==> src/rtl/mult_div_unit.sv <==
// mult_div_unit: iterative 32-step signed/unsigned multiply and restoring divide with HI/LO result registers
module mult_div_unit #(
    parameter int WIDTH = 32
) (
    input  logic             Clk,
    input  logic             reset,
    input  logic             start,
    input  logic [1:0]       op,
    input  logic [WIDTH-1:0] A_in,
    input  logic [WIDTH-1:0] B_in,
    output logic             busy,
    output logic             done,
    output logic             div_by_zero,
    output logic [WIDTH-1:0] HI,
    output logic [WIDTH-1:0] LO
);
    localparam int CW = $clog2(WIDTH);
    typedef enum logic [2:0] {IDLE, MUL, DIV, FIXUP, DONE} state_t;
    state_t state, state_n;
    logic [CW-1:0]      cnt;
    logic [2*WIDTH-1:0] acc, mul_n, div_n, fix;
    logic [WIDTH-1:0]   mag, a_raw, a_abs, b_abs;
    logic [WIDTH:0]     sum;
    logic [WIDTH+1:0]   diff;
    logic               sa, sb, dz, is_div, a_neg, b_neg, accept;
    assign busy   = state == MUL || state == DIV || state == FIXUP;
    assign done   = state == DONE;
    assign accept = start && (state == IDLE || state == DONE);
    assign a_neg  = !op[0] && A_in[WIDTH-1];
    assign b_neg  = !op[0] && B_in[WIDTH-1];
    assign a_abs  = a_neg ? -A_in : A_in;
    assign b_abs  = b_neg ? -B_in : B_in;
    // shift-add: conditionally add multiplicand to the upper half, then shift the whole accumulator right
    assign sum    = {1'b0, acc[2*WIDTH-1:WIDTH]} + (acc[0] ? {1'b0, mag} : {(WIDTH+1){1'b0}});
    assign mul_n  = {sum, acc[WIDTH-1:1]};
    // restoring divide: the upper half holds the partial remainder, the lower half shifts in quotient bits
    assign diff   = {1'b0, acc[2*WIDTH-1:WIDTH], acc[WIDTH-1]} - {2'b00, mag};
    assign div_n  = diff[WIDTH+1] ? {acc[2*WIDTH-2:0], 1'b0} : {diff[WIDTH-1:0], acc[WIDTH-2:0], 1'b1};
    assign fix    = is_div ? {sa ? -acc[2*WIDTH-1:WIDTH] : acc[2*WIDTH-1:WIDTH],
                              (sa ^ sb) ? -acc[WIDTH-1:0] : acc[WIDTH-1:0]}
                           : ((sa ^ sb) ? -acc : acc);
    always_comb begin
        state_n = state;
        case (state)
            IDLE, DONE: state_n = accept ? (op[1] ? DIV : MUL) : IDLE;
            MUL, DIV:   state_n = cnt == CW'(WIDTH - 1) ? FIXUP : state;
            FIXUP:      state_n = cnt[0] ? DONE : FIXUP;
            default:    state_n = IDLE;
        endcase
    end
    always_ff @(posedge Clk) begin
        if (reset) begin
            state       <= IDLE;
            cnt         <= '0;
            acc         <= '0;
            mag         <= '0;
            a_raw       <= '0;
            sa          <= 1'b0;
            sb          <= 1'b0;
            dz          <= 1'b0;
            is_div      <= 1'b0;
            div_by_zero <= 1'b0;
            HI          <= '0;
            LO          <= '0;
        end else begin
            state <= state_n;
            case (state)
                IDLE, DONE: if (accept) begin
                    cnt         <= '0;
                    is_div      <= op[1];
                    sa          <= a_neg;
                    sb          <= b_neg;
                    a_raw       <= A_in;
                    dz          <= op[1] && B_in == '0;
                    div_by_zero <= 1'b0;
                    acc         <= {{WIDTH{1'b0}}, op[1] ? a_abs : b_abs};
                    mag         <= op[1] ? b_abs : a_abs;
                end
                MUL: begin
                    acc <= mul_n;
                    cnt <= cnt + 1'b1;
                end
                DIV: begin
                    acc <= div_n;
                    cnt <= cnt + 1'b1;
                end
                FIXUP: if (!cnt[0]) begin
                    acc <= fix;
                    cnt <= cnt + 1'b1;
                end else begin
                    HI          <= dz ? a_raw : acc[2*WIDTH-1:WIDTH];
                    LO          <= dz ? '1 : acc[WIDTH-1:0];
                    div_by_zero <= dz;
                    cnt         <= '0;
                end
                default: ;
            endcase
        end
    end
endmodule

==> config.mk <==
export PLATFORM = sky130hd
export DESIGN_NAME = mult_div_unit
export DESIGN_NICKNAME = d
export VERILOG_FILES = /design/src/rtl/mult_div_unit.sv
export SDC_FILE = /design/constraint.sdc
export NUM_CORES = 1
export LEC_CHECK = 0
export ABC_CLOCK_PERIOD_IN_PS = 10300
export CORE_ASPECT_RATIO = 2
export CORE_MARGIN = 5
export CORE_UTILIZATION = 31
export DETAILED_ROUTE_END_ITERATION = 10
export MAX_ROUTING_LAYER = met4
export PLACE_DENSITY_LB_ADDON = 0.08
export SETUP_SLACK_MARGIN = 0.1
export SYNTH_ARGS = -nofsm -noshare
export SYNTH_HDL_FRONTEND = slang
export SYNTH_SLANG_ARGS = --single-unit
==> constraint.sdc <==
create_clock -name Clk -period 10.3 [get_ports Clk]
set_input_delay 2.06 -clock Clk [delete_from_list [all_inputs] [get_ports Clk]]
set_output_delay 2.06 -clock Clk [all_outputs]
set_load 0.01 [all_outputs]
* After elaboration in Yosys (flattened, before gate mapping)
Index checks and enable logic that the tools add are counted.
Operators by class: multiplexer cells 26, $add $sub $neg 8, bitwise operators 1, reductions and logical operators 21, equal/unequal tests 12
Operator list (count):
- $mux W64 | 5
- $mux W32 | 9
- $pmux W64 S4 | 1
- $neg A32 Y32 | 4
- $neg A64 Y64 | 1
- $sub A33 B32 Y34 | 1
- $add A32 B32 Y33 | 1
- $logic_not A32 Y1 | 1
- $pmux W5 S3 | 1
- $mux W5 | 2
- $pmux W3 S3 | 1
- $eq A3 B2 Y1 const B | 2
- $mux W3 | 2
- $ne A2 B2 Y1 const B | 3
- $reduce_and A2 Y1 | 3
- $add A5 B1 Y5 const B | 1
- $eq A5 B5 Y1 const B | 1
- $reduce_and A5 Y1 | 1
- $logic_and A1 B1 Y1 | 4
- $mux W2 | 2
- $ne A2 B1 Y1 const B | 2
- $reduce_and A4 Y1 | 1
- $reduce_bool A4 Y1 | 1
- $reduce_or A2 Y1 | 2
- other kinds (13) | 16
Word-level totals: output and inout bits 67, word-level logic and storage cells 81, bits in registers 205

* Longest topological paths before layout
Gate-level depths: netlist of the first run.
depth in word-level cells 6, mapped depth 15, mapped depth without buffers 13

* Worst setup path after synthesis of the first run
OpenSTA, ideal clock, no wires.
path kind in2reg, start point input port B_in[13], end point register acc[28], arrival time 4325 ps, library setup time 119 ps, path buffers 0, path slack 5856 ps, stages on the path 8, cell sequence or4_1 > or4_1 > nor3_1 > nor4b_2 > a21oi_1 > xnor2_1 > o21ai_0 > o221a_2
On the way: longest elaborated chain between the ends 5
RTL lines:
- from (decl) | line 10 | input logic [WIDTH-1:0] B_in,
- $neg A32 Y32 | line 32 | assign b_abs = b_neg ? -B_in : B_in;
- $mux W32 | line 32
- $mux W32 | line 76 | acc <= {{WIDTH{1'b0}}, op[1] ? a_abs : b_abs};
- $mux W64 | line 68 | IDLE, DONE: if (accept) begin
- $pmux W64 S4 | line 67 | case (state)
- to (signal assigned) | line 76
- to (signal assigned) | line 80 | acc <= mul_n;
- to (signal assigned) | line 84 | acc <= div_n;
- to (decl) | line 21 | logic [2*WIDTH-1:0] acc, mul_n, div_n, fix;
No other way between the ends. The select of a mux whose other input is x is not followed. A chain may end at the register's enable or synchronous reset.

* Worst setup path after layout of the first run
Ends and elaborated chain as after synthesis.

==> results of run 1 <==
## tightest hold or removal path, stage by stage (launching register included)
cell and delay (ns):
sky130_fd_sc_hd__dfxtp_1 0.30, sky130_fd_sc_hd__nand2_1 0.05, sky130_fd_sc_hd__a21oi_1 0.05
## per-stage QoR
stage               hold slack, ns  total power [mW]  setup WS (ns)  std cells
floorplan                   0.4319             2.073          5.856       2202
global placement            0.4417             2.677          4.660       2865
detailed placement          0.4464             2.678          4.667       2865
CTS                         0.4527             3.639          5.223       2909
global route                0.4738             3.820          4.957       2909
finish                      0.4512             3.624          5.199       2909
## flip-flops by register name, summed over array words and instances (netlist names), 3 cells and up
register / flops
HI: 32
LO: 32
a_raw: 32
acc: 64
cnt: 5
mag: 32
state: 3
## routing by layer
layer | up-vias | part of all wire | GRT usage
met5 | - | 0 | -
met4 | 0 | 0.057 | 0.1298
met3 | 185 | 0.039 | 0.02472
met2 | 575 | 0.52 | 0.4588
met1 | 8122 | 0.38 | 0.2737
li1 | 8061 | - | -
## cells by family (layout without fill, tap and decap cells)
family | count (synthesis) | after routing | share of synthesized area
buffers and inverters | 233 | 286 | 0.05618
AND/OR/NAND/NOR | 812 | 812 | 0.2369
XOR/XNOR | 134 | 134 | 0.07380
flip-flops | 205 | 205 | 0.2581
adder cells (fa/ha/maj) | 73 | 73 | 0.05838
AO/OA/AOI/OAI | 682 | 682 | 0.2768
multiplexers | 63 | 63 | 0.03989
## cell usage in the layout (no fill, tap or decap), types with 8 or more instances in the layout
master	instances
sky130_fd_sc_hd__a22oi_1	14
sky130_fd_sc_hd__clkdlybuf4s50_1	133
sky130_fd_sc_hd__or4_1	16
sky130_fd_sc_hd__nor2b_1	19
sky130_fd_sc_hd__o21a_1	12
sky130_fd_sc_hd__o22ai_1	10
sky130_fd_sc_hd__buf_4	35
sky130_fd_sc_hd__a221o_1	8
sky130_fd_sc_hd__and3_1	18
sky130_fd_sc_hd__nand2b_1	19
sky130_fd_sc_hd__o31ai_1	18
sky130_fd_sc_hd__xnor2_1	79
sky130_fd_sc_hd__clkbuf_16	25
sky130_fd_sc_hd__a221oi_1	19
sky130_fd_sc_hd__o221ai_1	16
sky130_fd_sc_hd__o21ai_0	112
sky130_fd_sc_hd__or3_1	14
sky130_fd_sc_hd__xor2_1	55
sky130_fd_sc_hd__nor3_1	126
sky130_fd_sc_hd__ha_1	71
sky130_fd_sc_hd__dfxtp_1	204
sky130_fd_sc_hd__a21oi_1	227
sky130_fd_sc_hd__nor2_1	257
sky130_fd_sc_hd__inv_1	71
sky130_fd_sc_hd__mux2i_1	60
sky130_fd_sc_hd__nor4_1	21
sky130_fd_sc_hd__a21o_1	42
sky130_fd_sc_hd__a211oi_1	54
sky130_fd_sc_hd__nand2_1	231
sky130_fd_sc_hd__o32ai_1	9
sky130_fd_sc_hd__a31oi_1	34
sky130_fd_sc_hd__and2_1	14
sky130_fd_sc_hd__nand4_1	10
sky130_fd_sc_hd__nand3_1	21
sky130_fd_sc_hd__o211ai_1	34
## path summary, 6_finish.rpt
check / endpoint / slack [ns] / from / cells past startpoint
worst max-delay path: acc[28]$_SDFFE_PP0P_ / 5.20 / B_in[13] / 9
worst min-delay path: mag[7]$_SDFFE_PP0P_ / 0.45 / mag[7]$_SDFFE_PP0P_ / 2
worst max register to register: acc[62]$_SDFFE_PP0P_ / 5.72 / acc[0]$_SDFFE_PP0P_ / 13
worst min register to register: mag[7]$_SDFFE_PP0P_ / 0.45 / mag[7]$_SDFFE_PP0P_ / 2
## power by group through the flow
| stage | registers [mW] | logic (mW) | clock network [mW] |
|---|---|---|---|
| after floorplan | 0.975 | 1.10 | 0 |
| after global placement | 1.07 | 1.61 | 0 |
| after detailed placement | 1.07 | 1.61 | 0 |
| after CTS | 1.05 | 1.62 | 0.968 |
| after global routing | 1.07 | 1.76 | 0.993 |
| final | 1.05 | 1.63 | 0.939 |
## layout make-up
cell class / instances / share of cell area
sequential: 205 / 0.2205
multi-input combinational: 1764 / 0.5892
tap: 654 / 0.04393
clock inverter: 11 / 0.007523
inverter: 72 / 0.01451
timing repair buffer: 170 / 0.08645
clock buffer: 33 / 0.03789
==> impl_metrics.csv, run 1 <==
group,metric,value,unit
cells_and_area,post-route-cell-area,18630,sq um
setup_path,worst-endpoint-required,10.73,ns
floorplanning,placeableCoreArea,50940,sq um
pwr,power.switching,1.616,mW
cts,cts_repair_resize_count,0,
synthesis,ys_types,80,
setup_path,cp.buffers_inverters,1,
pwr,leakage,6.910,nW
synthesis,cell_area_after_synthesis,15900,sq um
cts,tritoncts_sinks,205,
flow_run,drv.max_cap_violation_count,0,
synthesis,yosys.area.top_type,"sky130_fd_sc_hd__dfxtp_1",
setup_path,cpMostUsedCell,"sky130_fd_sc_hd__or4_1",
cts,clockRootBuffer,"sky130_fd_sc_hd__clkbuf_16",
cts,holdBufCountCts,0,
placement,gp_congestion,0.9524,
floorplanning,die_width,170.2,um
cells_and_area,layout-area-overhead-vs-synth,17.13,%
setup_path,worstPathCellList,"clkdlybuf4s50_1 -> or4_1 -> or4_1 -> nor3_1 -> nor4b_2 -> a21oi_1 -> xnor2_1 -> o21ai_0 -> o221a_2",
cts,cts_htree_levels,1,
cells_and_area,utilization,0.3656,
timing,tightestPinTransition,1.200,ns
grt,via_count_of_the_first_global_routing_pass,17170,
synthesis,synth_sequential_area_ratio,0.2581,
grt,grt_first_pass_wirelength,107000,um
floorplanning,fp.dieArea,56200,sq um
setup_path,worst_path_largest_cell_delay,0.75,ns
cts,clk_latency,0.55,ns
pwr,swShare,0.4460,
synthesis,synth_enable_flop_cells,0,
route,route.detailed.wl_per_inst,24.67,um
synthesis,yosys_warnings,0,
pwr,power.combinational.fraction,0.451,
cells_and_area,final_layout_size_suffix_gt1_frac,0.05322,
grt,grt_usage,0.2543,
cts,clk_transition_reported_paths,0.06,ns
timing,finalSetupViolCount,0,
setup_path,startpoint_type,"primary input",
min_path,min_path_type,"reg -> reg",
setup_path,cpLargestDelayFamily,"simple AND/OR/NAND/NOR gates",
pwr,clockPowerShare,0.259,
pwr,ir_worst_vdd,0.1504,mV
cells_and_area,seqCellArea,4108,sq um
floorplanning,num_rows,117,
cells_and_area,nets,2379,
setup_path,timing.critical_path.fanout_max,6,
timing,finalWorstPathRequiredPeriod,5.101,ns
outcome,run_status,"completed",
placement,dp_hpwl,53120,um
placement,dpl-instance-area,17780,sq um
setup_path,crit_type,"in -> reg",
synthesis,synth_common_cells,"sky130_fd_sc_hd__nor2_1, sky130_fd_sc_hd__nand2_1, sky130_fd_sc_hd__a21oi_1",
cells_and_area,multiInputGateArea,10970,sq um
pwr,total_internal_power,2.008,mW
timing,worst_slew_margin_rel,0.1949,
synthesis,synth.avg_cell_area,7.222,sq um
pwr,power_density,194.6,nW/um^2
cells_and_area,antennaDiodeCount,0,
floorplanning,ios,136,
pwr,reg_power_frac,0.290,
route,route.final.wire_length,71760,um
timing,number_of_pins_exceeding_their_max_slew_limit_in_the_final_report,0,
synthesis,synthDominantCellAreaShare,0.2581,
route,dr_vias_cell,5.824,
timing,finalHoldViolCount,0,
cts,ctsLongestPathBuffers,3,
setup_path,critical_path.slowest_cell,"sky130_fd_sc_hd__nor4b_2",
timing,setup-tns-final,0,ns
synthesis,most_frequent_cell_after_synthesis,"sky130_fd_sc_hd__nor2_1",
route,drc_errors,0,
setup_path,critPathCaptureType,"register",
floorplanning,initial_standard_cell_utilization_of_the_core,0.3122,
timing,final.setup_skew,0.02193,ns
placement,numPortBuffers,135,
floorplanning,die_h,330.3,um
timing,rsz0062_at_grt,"false",
route,ant_nets,0,
synthesis,ys_seq_elements,205,
timing,post-route-period-util,0.4952,
grt,grt_start_max_net_pins,72,
synthesis,postSynthNetCount,2344,
cts,post_cts_buffers,0,
setup_path,cp.arrival,5.54,ns
cells_and_area,layout.filler_cells,5529,
synthesis,syn_inst,2202,
grt,globalRoute.totalOverflow,0,
synthesis,ys_top_cells_by_area,"sky130_fd_sc_hd__dfxtp_1, sky130_fd_sc_hd__a21oi_1, sky130_fd_sc_hd__nor2_1",
route,drtIter0Drc,1217,
synthesis,synth_ff_type,"sky130_fd_sc_hd__dfxtp_1",
cts,tritoncts,"done",
timing,max_freq,196.0,MHz
route,drt_pass1_iterations,6,
grt,initial_antenna_violation_count,0,
cts,cts_made_buffers,24,
synthesis,synth_async_sr_flop_share,0,
route,routed-via-count,16940,
Power figures use the tool's default switching activity.
==> run 2: changes to the inputs <==
ABC_CLOCK_PERIOD_IN_PS = 4800   (was 10300)
clock period = 4.8 ns   (was 10.3 ns; I/O delays follow)
==> impl_metrics.csv, run 2 (synthesis results as in run 1) <==
group,metric,value,unit
cells_and_area,layout.filler_cells,5478,
pwr,leakage,7.090,nW
timing,finalWorstPathRequiredPeriod,3.947,ns
pwr,total_internal_power,4.372,mW
pwr,power.combinational.fraction,0.464,
setup_path,cp.arrival,4.42,ns
outcome,run_status,"completed",
flow_run,drv.max_cap_violation_count,0,
timing,post-route-period-util,0.8224,
cells_and_area,number_of_flip_flops_in_the_largest_register,64,
floorplanning,initial_standard_cell_utilization_of_the_core,0.3122,
setup_path,worst-endpoint-required,5.27,ns
cts,cts_htree_levels,1,
grt,grt_first_pass_wirelength,108300,um
timing,setup-tns-final,0,ns
route,drc_errors,0,
cells_and_area,layout_commonest_cell,"sky130_fd_sc_hd__nor2_1",
floorplanning,num_rows,117,
setup_path,critPathCaptureType,"register",
cells_and_area,seqCellArea,4108,sq um
placement,dp_hpwl,54810,um
floorplanning,fp.dieArea,56200,sq um
cts,clk_transition_reported_paths,0.07,ns
timing,max_freq,253.3,MHz
min_path,worst_hold_path.endpoint,"a_raw[27]$_SDFFE_PP0P_",
setup_path,worst_r2r_path_depth,11,
floorplanning,placeableCoreArea,50940,sq um
pwr,clockPowerShare,0.253,
timing,number_of_pins_exceeding_their_max_slew_limit_in_the_final_report,0,
timing,final_setup_slack_of_the_worst_path,0.8526,ns
cts,post_cts_buffers,0,
route,ant_nets,0,
setup_path,regToRegSetupSlack,0.85,ns
timing,worst_slew_margin_rel,0.2137,
setup_path,crit-reg2reg-launch,"acc[32]$_SDFFE_PP0P_",
placement,detailedPlace.worstSlack,0.6918,ns
timing,finalHoldViolCount,0,
cts,cts_made_buffers,25,
min_path,hold-path-cell-count,2,
timing,tightestPinTransition,1.150,ns
pwr,ir_worst_vdd,0.3301,mV
route,dr_vias_cell,5.750,
pwr,power_density,418.7,nW/um^2
cells_and_area,antennaDiodeCount,0,
cells_and_area,multiInputGateArea,10960,sq um
pwr,reg_power_frac,0.283,
setup_path,timing.critical_path.fanout_max,11,
setup_path,r2r_end,"acc[59]$_SDFFE_PP0P_",
min_path,timing.hold.worst.start,"a_raw[27]$_SDFFE_PP0P_",
grt,initial_antenna_violation_count,0,
floorplanning,die_width,170.2,um
cts,cts_repair_resize_count,0,
grt,grt_start_max_net_pins,71,
grt,globalRoute.totalOverflow,0,
timing,finalSetupViolCount,0,
cts,clk_latency,0.55,ns
timing,final.setup_skew,0.01515,ns
route,routed-via-count,16940,
route,drt_pass1_iterations,5,
cells_and_area,layout-area-overhead-vs-synth,18.73,%
route,route.detailed.wl_per_inst,24.58,um
route,drtIter0Drc,1090,
grt,grt_usage,0.2576,
pwr,swShare,0.4469,
cts,ctsLongestPathBuffers,3,
timing,rsz0062_at_grt,"false",
floorplanning,ios,136,
cts,tritoncts,"done",
cells_and_area,nets,2417,
cells_and_area,final_layout_size_suffix_gt1_frac,0.06719,
cts,holdBufCountCts,0,
placement,numPortBuffers,135,
floorplanning,die_h,330.3,um
setup_path,startpoint_type,"register",
cells_and_area,most_frequent_cells_in_the_layout,"sky130_fd_sc_hd__nor2_1, sky130_fd_sc_hd__nand2_1, sky130_fd_sc_hd__a21oi_1, sky130_fd_sc_hd__dfxtp_1, sky130_fd_sc_hd__clkdlybuf4s50_1",
cts,tritoncts_sinks,205,
cts,clockRootBuffer,"sky130_fd_sc_hd__clkbuf_16",
route,route.final.wire_length,72410,um
cells_and_area,largest_register,"acc",
placement,gp_congestion,0.9128,
grt,via_count_of_the_first_global_routing_pass,17230,
setup_path,crit_type,"reg -> reg",
min_path,min_path_type,"reg -> reg",
pwr,power.switching,3.533,mW
[run 2: power groups by stage]
stage                     registers, mW  logic (mW)  clock network [mW]
after floorplan                    2.09        2.36                   0
after global placement             2.27        3.62                   0
after detailed placement           2.27        3.62                   0
after CTS                          2.23        3.64                2.06
after global routing               2.27        3.95                2.13
final                              2.24        3.67                2.00
[run 2: cell type report]
cell class | count | share of cell area
clock buffer | 32 | 0.03611
clock inverter | 12 | 0.007753
inverter | 72 | 0.01431
multi-input combinational | 1764 | 0.5803
sequential | 205 | 0.2175
tap | 654 | 0.04334
timing repair buffer | 207 | 0.1007
[run 2: metal layers]
layer / global-route usage / wire length [um] / up-vias
met5: - / 0 / -
met2: 0.4625 / 37770 / 517
met3: 0.02102 / 2751 / 188
met4: 0.1357 / 4505 / 0
met1: 0.2798 / 27380 / 8103
li1: - / - / 8132
[run 2: worst max-delay path, stage by stage (launching register included)]
cell and delay (ns):
sky130_fd_sc_hd__dfxtp_1 0.45, sky130_fd_sc_hd__ha_1 0.31, sky130_fd_sc_hd__fa_1 0.42, sky130_fd_sc_hd__a21o_1 0.21
sky130_fd_sc_hd__a311oi_1 0.33, sky130_fd_sc_hd__nor3_1 0.11, sky130_fd_sc_hd__a221o_1 0.37, sky130_fd_sc_hd__a31oi_1 0.39
sky130_fd_sc_hd__o21ai_0 0.35, sky130_fd_sc_hd__a211oi_1 0.42, sky130_fd_sc_hd__mux2_2 0.38, sky130_fd_sc_hd__a31oi_1 0.13
[run 2: per-stage QoR]
stage	power [mW]	instances	area, sq um	hold slack, ns	util
3_5_place_dp	5.889	2902	18050	0.4472	0.3544
4_1_cts	7.937	2946	18880	0.4540	0.3706
6_report	7.905	2946	18880	0.4540	0.3706
5_1_grt	8.350	2946	18880	0.4726	0.3706
2_1_floorplan	4.448	2202	15900	0.4319	-
3_3_place_gp	5.887	2902	18050	0.4415	0.3544
[run 2: how the worst max path moves through the flow]
stage,startpoint,endpoint,slack (ns),cells after the start
after CTS,acc[32]$_SDFFE_PP0P_,acc[59]$_SDFFE_PP0P_,0.90,11
final,acc[32]$_SDFFE_PP0P_,acc[59]$_SDFFE_PP0P_,0.85,11
after global routing,acc[32]$_SDFFE_PP0P_,acc[59]$_SDFFE_PP0P_,0.64,11
after global placement,A_in[10],acc[27]$_SDFFE_PP0P_,0.74,10
after floorplan,acc[0]$_SDFFE_PP0P_,acc[59]$_SDFFE_PP0P_,1.22,14
after detailed placement,B_in[13],acc[28]$_SDFFE_PP0P_,0.69,10
